`config.mk`:
```
export PLATFORM = sky130hd
export DESIGN_NAME = generator_krokow_katowych
export DESIGN_NICKNAME = d
export VERILOG_FILES = /design/src/rtl/pkg_naped.sv /design/src/rtl/licznik_okresu.sv /design/src/rtl/generator_krokow_katowych.sv
export SDC_FILE = /design/constraint.sdc
export NUM_CORES = 1
export LEC_CHECK = 0
export ABC_CLOCK_PERIOD_IN_PS = 4900
export CAP_MARGIN = 20
export CELL_PAD_IN_SITES_DETAIL_PLACEMENT = 0
export CELL_PAD_IN_SITES_GLOBAL_PLACEMENT = 1
export CORE_MARGIN = 8
export CORE_UTILIZATION = 45
export DETAILED_ROUTE_END_ITERATION = 8
export PLACE_DENSITY_LB_ADDON = 0.12
export SKIP_CTS_REPAIR_TIMING = 1
export SLEW_MARGIN = 5
export SYNTH_ARGS = -nofsm -noshare
export SYNTH_HDL_FRONTEND = slang
export SYNTH_SLANG_ARGS = --single-unit
```
`constraint.sdc`:
```
create_clock -name clk -period 4.9 [get_ports clk]
set_input_delay 0.49 -clock clk [delete_from_list [all_inputs] [get_ports clk]]
set_output_delay 0.49 -clock clk [all_outputs]
set_load 0.01 [all_outputs]
```
`src/rtl/pkg_naped.sv`:
```
// rtl/pkg_naped.sv - shared drive constants and move FSM state encoding
package pkg_naped;

    localparam int         KATY_NA_OBROT  = 360;
    localparam logic [8:0] OKRES_NIEWAZNY = 9'h1FF;

    localparam logic KIER_CW  = 1'b1;
    localparam logic KIER_CCW = 1'b0;

    typedef enum logic [1:0] {
        SPOCZYNEK,
        RUCH,
        PAUZA
    } stan_t;

endpackage

```
`src/rtl/licznik_okresu.sv`:
```
// rtl/licznik_okresu.sv - loadable tick counter with period latch and end-of-degree strobe
module licznik_okresu #(
    parameter int SZER = 9
) (
    input  logic            clk,
    input  logic            rst_n,
    input  logic            zaladuj,
    input  logic            wlacz,
    input  logic [SZER-1:0] okres_we,
    output logic            koniec_stopnia
);

    logic [SZER-1:0] okres;
    logic [SZER-1:0] licznik;

    assign koniec_stopnia = wlacz && (licznik == (okres - 1'b1));

    // A load always restarts the degree from zero ticks, even when it coincides with a wrap.
    always_ff @(posedge clk or negedge rst_n) begin
        if (!rst_n) begin
            okres   <= '0;
            licznik <= '0;
        end else if (zaladuj) begin
            okres   <= okres_we;
            licznik <= '0;
        end else if (wlacz) begin
            licznik <= koniec_stopnia ? '0 : licznik + 1'b1;
        end
    end

endmodule

```
`src/rtl/generator_krokow_katowych.sv`:
```
// rtl/generator_krokow_katowych.sv - per-degree step pulse generator with angle tracking; ROZRUCH_EN adds a doubled-period start ramp
module generator_krokow_katowych #(
    parameter int SZER_OKRESU   = 9,
    parameter int KATY_NA_OBROT = pkg_naped::KATY_NA_OBROT
`ifdef ROZRUCH_EN
    ,
    parameter int RAMPA_STOPNIE = 4
`endif
) (
    input  logic                   clk,
    input  logic                   rst_n,
    input  logic [SZER_OKRESU-1:0] taktowanie_na_stopien,
    input  logic                   start,
    input  logic                   kierunek,
    input  logic [8:0]             kat_zadany,
    output logic                   gotowy,
    output logic                   krok,
    output logic                   kierunek_wy,
    output logic [8:0]             kat_aktualny,
    output logic                   koniec,
    output logic                   wstrzymany
);

    localparam logic [8:0] KAT_MAX   = 9'(KATY_NA_OBROT - 1);
    localparam logic [8:0] KAT_PELNY = 9'(KATY_NA_OBROT);
`ifdef ROZRUCH_EN
    localparam int SZER_LICZ = SZER_OKRESU + 1;
`else
    localparam int SZER_LICZ = SZER_OKRESU;
`endif

    pkg_naped::stan_t     stan;
    logic [8:0]           pozostalo;
    logic [8:0]           kat_obciety;
    logic [8:0]           kat_nast;
    logic                 okres_ok;
    logic                 przyjmij;
    logic                 wyjscie_pauzy;
    logic                 wlacz;
    logic                 zaladuj;
    logic                 koniec_stopnia;
    logic [SZER_LICZ-1:0] okres_nast;

    assign okres_ok      = (taktowanie_na_stopien != '0) && !(&taktowanie_na_stopien);
    assign przyjmij      = (stan == pkg_naped::SPOCZYNEK) && gotowy && start && (kat_zadany != 9'd0);
    assign wyjscie_pauzy = (stan == pkg_naped::PAUZA) && okres_ok;
    assign wlacz         = (stan == pkg_naped::RUCH);
    // Period is re-sampled at every degree boundary, so mid-degree changes wait for the next degree.
    assign zaladuj       = przyjmij || wyjscie_pauzy || koniec_stopnia;
    assign kat_obciety   = (kat_zadany > KAT_PELNY) ? KAT_PELNY : kat_zadany;

`ifdef ROZRUCH_EN
    localparam int                    SZER_RAMPY   = $clog2(RAMPA_STOPNIE + 2);
    localparam logic [SZER_RAMPY-1:0] RAMPA_KONIEC = SZER_RAMPY'(RAMPA_STOPNIE);

    logic [SZER_RAMPY-1:0] rampa;
    logic [SZER_RAMPY-1:0] rampa_idx;

    // rampa counts completed degrees of this move; rampa_idx is the index of the degree being loaded.
    always_comb begin
        rampa_idx = rampa;
        if (przyjmij) begin
            rampa_idx = '0;
        end else if (koniec_stopnia && (rampa != RAMPA_KONIEC)) begin
            rampa_idx = rampa + 1'b1;
        end
    end

    always_ff @(posedge clk or negedge rst_n) begin
        if (!rst_n) begin
            rampa <= '0;
        end else begin
            rampa <= rampa_idx;
        end
    end

    assign okres_nast = (rampa_idx < RAMPA_KONIEC) ? {taktowanie_na_stopien, 1'b0}
                                                   : {1'b0, taktowanie_na_stopien};
`else
    assign okres_nast = taktowanie_na_stopien;
`endif

    always_comb begin
        kat_nast = kat_aktualny;
        if (kierunek_wy == pkg_naped::KIER_CW) begin
            kat_nast = (kat_aktualny == KAT_MAX) ? 9'd0 : kat_aktualny + 9'd1;
        end else begin
            kat_nast = (kat_aktualny == 9'd0) ? KAT_MAX : kat_aktualny - 9'd1;
        end
    end

    licznik_okresu #(
        .SZER(SZER_LICZ)
    ) u_licznik_okresu (
        .clk           (clk),
        .rst_n         (rst_n),
        .zaladuj       (zaladuj),
        .wlacz         (wlacz),
        .okres_we      (okres_nast),
        .koniec_stopnia(koniec_stopnia)
    );

    always_ff @(posedge clk or negedge rst_n) begin
        if (!rst_n) begin
            stan         <= pkg_naped::SPOCZYNEK;
            gotowy       <= 1'b1;
            krok         <= 1'b0;
            kierunek_wy  <= 1'b0;
            kat_aktualny <= 9'd0;
            koniec       <= 1'b0;
            wstrzymany   <= 1'b0;
            pozostalo    <= 9'd0;
        end else begin
            krok   <= 1'b0;
            koniec <= 1'b0;
            case (stan)
                pkg_naped::SPOCZYNEK: begin
                    gotowy <= 1'b1;
                    if (przyjmij) begin
                        gotowy      <= 1'b0;
                        kierunek_wy <= kierunek;
                        pozostalo   <= kat_obciety;
                        if (okres_ok) begin
                            stan <= pkg_naped::RUCH;
                        end else begin
                            stan       <= pkg_naped::PAUZA;
                            wstrzymany <= 1'b1;
                        end
                    end
                end
                pkg_naped::RUCH: begin
                    if (koniec_stopnia) begin
                        krok         <= 1'b1;
                        kat_aktualny <= kat_nast;
                        pozostalo    <= pozostalo - 9'd1;
                        if (pozostalo == 9'd1) begin
                            koniec <= 1'b1;
                            stan   <= pkg_naped::SPOCZYNEK;
                        end else if (!okres_ok) begin
                            stan       <= pkg_naped::PAUZA;
                            wstrzymany <= 1'b1;
                        end
                    end
                end
                pkg_naped::PAUZA: begin
                    if (okres_ok) begin
                        stan       <= pkg_naped::RUCH;
                        wstrzymany <= 1'b0;
                    end
                end
                default: begin
                    stan <= pkg_naped::SPOCZYNEK;
                end
            endcase
        end
    end

endmodule

```
==> Word-level counts from Yosys, hierarchy flattened <==
Cells that the tools add are included.
{ "word_totals": {"output_inout_bits": 14, "word_cells": 77, "ram_bits": 0, "latch_bits": 0, "memories": 0, "mem_bits_ro": 0, "reg_bits": 43, "inputBits": 22} }
{ "op_classes": {"n_lt_le_gt_ge": 1, "addsub": 5, "shift": 0, "eq_ne": 10, "bitwise_logic": 0, "div_mod_pow": 0, "n_mul": 0, "n_mux": 29, "reduce_logical": 22} }
{ "ops": {"columns": ["op", "n"], "rows": [
  ["$mux 9", 9],
  ["$sub 9x1->9 const B", 3],
  ["$add 9x1->9 const B", 2],
  ["$pmux 9 s2", 1],
  ["$reduce_bool 9->1", 2],
  ["$mux 2", 6],
  ["$mux 1", 11],
  ["$eq 9x1->1 const B", 1],
  ["$eq 9x9->1", 1],
  ["$eq 9x9->1 const B", 1],
  ["$gt 9x9->1 const B", 1],
  ["$logic_not 9->1", 1],
  ["$reduce_and 9->1", 1],
  ["$ne 2x2->1 const B", 4],
  ["$logic_and 1x1->1", 6],
  ["$pmux 2 s3", 1],
  ["$reduce_and 5->1", 1],
  ["$reduce_and 2->1", 2],
  ["$reduce_and 4->1", 1],
  ["$reduce_bool 2->1", 2],
  ["$ne 3x3->1 const B", 1],
  ["$pmux 1 s3", 1],
  ["$reduce_and 3->1", 1],
  ["$reduce_bool 3->1", 1],
  ["other kinds (5)", 6]
]} }

==> Logic depth before layout (Yosys ltp) <==
{ "depth": {"depth_word": 7, "depth_mapped": 11, "depth_no_buf": 9} }

==> By module <==
From an unflattened synthesis, not the netlist that was laid out.
{ "hier_totals": {"cells_unflattened": 330, "area_unflattened_um2": 2856.5} }
{ "modules_own_cells": {"columns": ["module", "cells_per_inst", "instances", "area_per_inst_um2", "seq_area_each_um2"], "rows": [
  ["generator_krokow_katowych", 214, 1, 1749.2, 626.9],
  ["licznik_okresu", 116, 1, 1107.3, 450.4]
]} }

==> Worst setup path after synthesis <==
OpenSTA, ideal clock, no wires.
{ "synth_path": {"kind": "reg-to-reg", "from": "register u_licznik_okresu.okres[0]", "to": "register u_licznik_okresu.okres[3]", "stages_incl_launch_ff": 11, "arrival_ps": 2661, "path_buffers": 1, "required_ps": 4775, "setup_time_ps": 125, "period_less_slack_ps": 2786, "setup_slack_ps": 2114, "path_cell_list": "dfrtp_1 > inv_1 > ha_1 > xnor3_1 > and3_1 > o211ai_1 > a221o_1 > or4_4 > nand3_2 > buf_4 > mux2_2"} }
{ "synth_via": {"elab_chain_cells": 4} }
{ "synth_lines": {"columns": ["item", "line", "source"], "rows": [
  ["start: declaration", "licznik_okresu.sv:13", "logic [SZER-1:0] okres;"],
  ["start signal: assignment", "licznik_okresu.sv:24", "okres <= okres_we;"],
  ["$sub 9x1->9", "licznik_okresu.sv:16", "assign koniec_stopnia = wlacz && (licznik == (okres - 1'b1));"],
  ["$eq 9x9->1", "licznik_okresu.sv:16", null],
  ["$logic_and 1x1->1", "licznik_okresu.sv:16", null],
  ["$logic_or 1x1->1", "generator_krokow_katowych.sv:49", "assign zaladuj = przyjmij || wyjscie_pauzy || koniec_stopnia;"]
]} }
Every way passes these cells.
A chain may end at the register's enable or synchronous reset.

==> Worst setup path after layout <==
{ "layout_path": {"from": "register u_licznik_okresu.okres[0]", "to": "register u_licznik_okresu.okres[0]"} }
Same word-level chain as after synthesis.

==> flow_summary_export.csv <==
group,metric,value,unit
sta,fin_skew,9.361,ps
synth,seq_area_frac_synth,37.37,%
route,ant_nets,0,
finish,post-route-util,53.38,%
setup_path,cp.required,5090,ps
setup_path,start_kind,"flop",
status,outcome,"finished, final reports clean",
sta,hold_viol_final,0,
synth,synth_ff_type,"dfrtp_1",
synth,synthCells,324,
die,start_util,45.92,%
sta,slew_violations,0,
route,routed_via_density,5.847,
synth,synthArstFlopShare,100.0,%
die,die_area,9224,µm²
route,drt-pass1-iter-count,5,
clock_tree,cts_sinks,43,
die,io_pins,36,
synth,yosysWarnings,0,
synth,synthesis.area,2883,µm²
synth,synthTopCellsByArea,"dfrtp_1 (36%), xor2_1 (3.6%), mux2_2 (3.5%)",
sta,setup_violations,0,
sta,fin_crit,3202,ps
setup_path,slowest_delay,730,ps
global_routing,grt_max_degree,44,
clock_tree,clk_pin_slew,90,ps
power_and_ir_drop,leakagePower,1.383,nW
sta,timing.fmax,312.3,MHz
global_routing,antenna_found_initial,0,
finish,fillers,603,
clock_tree,cts_tree,"done",
setup_path,crit_path_max_fanout,30,
sta,rsz0062_at_grt,"no",
clock_tree,clockBufferDepth,2,
finish,antenna_cells,0,
die,rows,29,
global_routing,grt_pass1_vias,2366,
synth,ys_types,68,
die,chipWidth,96.04,µm
route,drc_errors,0,
clock_tree,ctsHtreeMaxLevel,2,
setup_path,end_kind,"flop",
finish,register_area,1077,µm²
finish,drive_gt1_share,8.215,%
synth,synth_top_area_share,36.46,%
setup_path,crit_type,"flop to flop",
die,core-area,6277,µm²
placement,io_buffers,35,
sta,setup_tns,0,ps
synth,syn_area_per_cell,8.897,µm²
setup_path,arrival,3390,ps
clock_tree,clkLatencyLatePin,300,ps
synth,synth_edf_count,0,
sta,relSlewSlack,38.41,%
route,drt-initial-drc-count,82,
power_and_ir_drop,ir_worst_vdd,0.3204,mV
sta,fin_crit_sh,65.34,%
power_and_ir_drop,power_density,567.8,nW/µm²
placement,placed_area,3247,µm²
global_routing,grt_overflow,0,
global_routing,grt_util_all_layers,15.68,%
synth,synth_seq_cells,43,
global_routing,grt_pass1_wl,11490,µm
setup_path,r2r_setup_slack,1700,ps
die,die_h,96.04,µm
route,wl_per_cell,15.91,µm
finish,design_area,3351,µm²
placement,place_congestion,0.8217,
flow_run,max-cap-violations,0,
hold_path,hold_path_class,"input pin to async pin",
finish,multi_input_area,1679,µm²
clock_tree,cts_root_buffer,"clkbuf_8",
setup_path,cp_slowest_cell,"or4_4",
route,vias,2514,
synth,syn_nets,352,
sta,tightest_slew,922.0,ps
finish,layout.nets,380,
synth,synth_top_cell_by_area,"dfrtp_1",
setup_path,path_cells,"inv_1, ha_1, xnor3_1, and3_1, o211ai_1, a221o_1, or4_4, nand3_2, mux2_2",
placement,dp_hpwl,5036,µm
finish,area_delta_synth_final,16.23,%
route,wl,6841,µm
clock_tree,numCtsBuffers,5,
==> synthesized netlist by cell type (6+ instances only) <==
master and number:
a21oi_1 11, a31oi_1 8, clkbuf_1 10, dfrtp_1 42, ha_1 6, inv_1 13, mux2_2 9, nand2_1 27
nand3_1 18, nor2_1 25, nor2b_1 6, nor3_1 15, o21ai_0 20, or3_1 7, xor2_1 12
==> power breakdown <==
part,internal (mW),switching [mW]
Clock,0.101,0.125
Combinational,0.478,0.488
Sequential,0.485,0.224
Total,1.06,0.838
==> cell usage in the layout (no fill, tap or decap), drive strengths merged, types with 4 or more instances in the layout <==
master          n
nor2           25
a21oi          11
nand3          19
mux2           10
o311ai          4
clkbuf          7
nor2b           6
inv            13
nand4b          5
dfrtp          42
a21o            5
or3             7
o21ai          21
ha              6
clkdlybuf4s50  34
nand2b          5
nand2          27
o31ai           6
nor3           17
a31oi           8
xor2           12
==> final timing paths <==
check | from | end | cells past startpoint
setup / recovery | u_licznik_okresu.okres[0] | u_licznik_okresu.okres[0] | 9
hold / removal | rst_n | u_licznik_okresu.okres[7] | 1
setup reg to reg | u_licznik_okresu.okres[0] | u_licznik_okresu.okres[0] | 9
hold reg to reg | gotowy | gotowy | 2
max in group asynchronous | rst_n | gotowy | 2
min in group clk | gotowy | gotowy | 2
==> cells by family after synthesis <==
group	share of synthesized area (%)
simple gates	25.48
compound gates	20.92
flops	37.37
buf+inv	4.384
xor+xnor	5.339
mux	3.906
fa+ha+maj	2.604
==> worst max-delay path: cells and delay by family (launching register included) <==
family / cells / cell delay, ps
AND/OR/NAND/NOR: 3 / 1210
flip-flops: 1 / 480
AO/OA/AOI/OAI: 2 / 440
multiplexers: 1 / 380
adder cells (fa/ha/maj): 1 / 290
XOR/XNOR: 1 / 220
buffers and inverters: 1 / 70
==> per-stage QoR <==
step                      cells  setup WS [ps]  total power, mW  hold slack, ps
after global routing        430           1548            2.081           63.49
final                       430           1698            1.903           49.50
after CTS                   429           1695            1.918           387.7
after global placement      421           1790            1.676           494.7
after detailed placement    421           1705            1.683           497.0
after floorplan             324           2114            1.411           194.4
==> sequential cells by signal, summed over array words and instances, names as in the netlist <==
name,flops
kat_aktualny,9
pozostalo,9
u_licznik_okresu.licznik,9
u_licznik_okresu.okres,9
stan,2
gotowy,1
kierunek_wy,1
koniec,1
krok,1
wstrzymany,1
==> cell type report <==
cell class / instances / share of cell area, %
multi-input combinational: 253 / 50.11
sequential: 43 / 32.15
timing repair buffer: 36 / 10.90
tap: 77 / 2.875
clock buffer: 7 / 2.278
inverter: 13 / 1.456
clock inverter: 1 / 0.2240
==> metal layers <==
| layer | routed length, µm | part of all wire, % | track usage [%] | vias up |
|---|---|---|---|---|
| met5 | 0 | 0 | 0 | - |
| met4 | 79 | 1.2 | 5.378 | 0 |
| met3 | 250 | 3.7 | 3.120 | 6 |
| met2 | 3161 | 46 | 24.91 | 49 |
| met1 | 3350 | 49 | 20.73 | 1198 |
| li1 | - | - | - | 1261 |
Note: power is estimated with default switching activity, not from simulation.
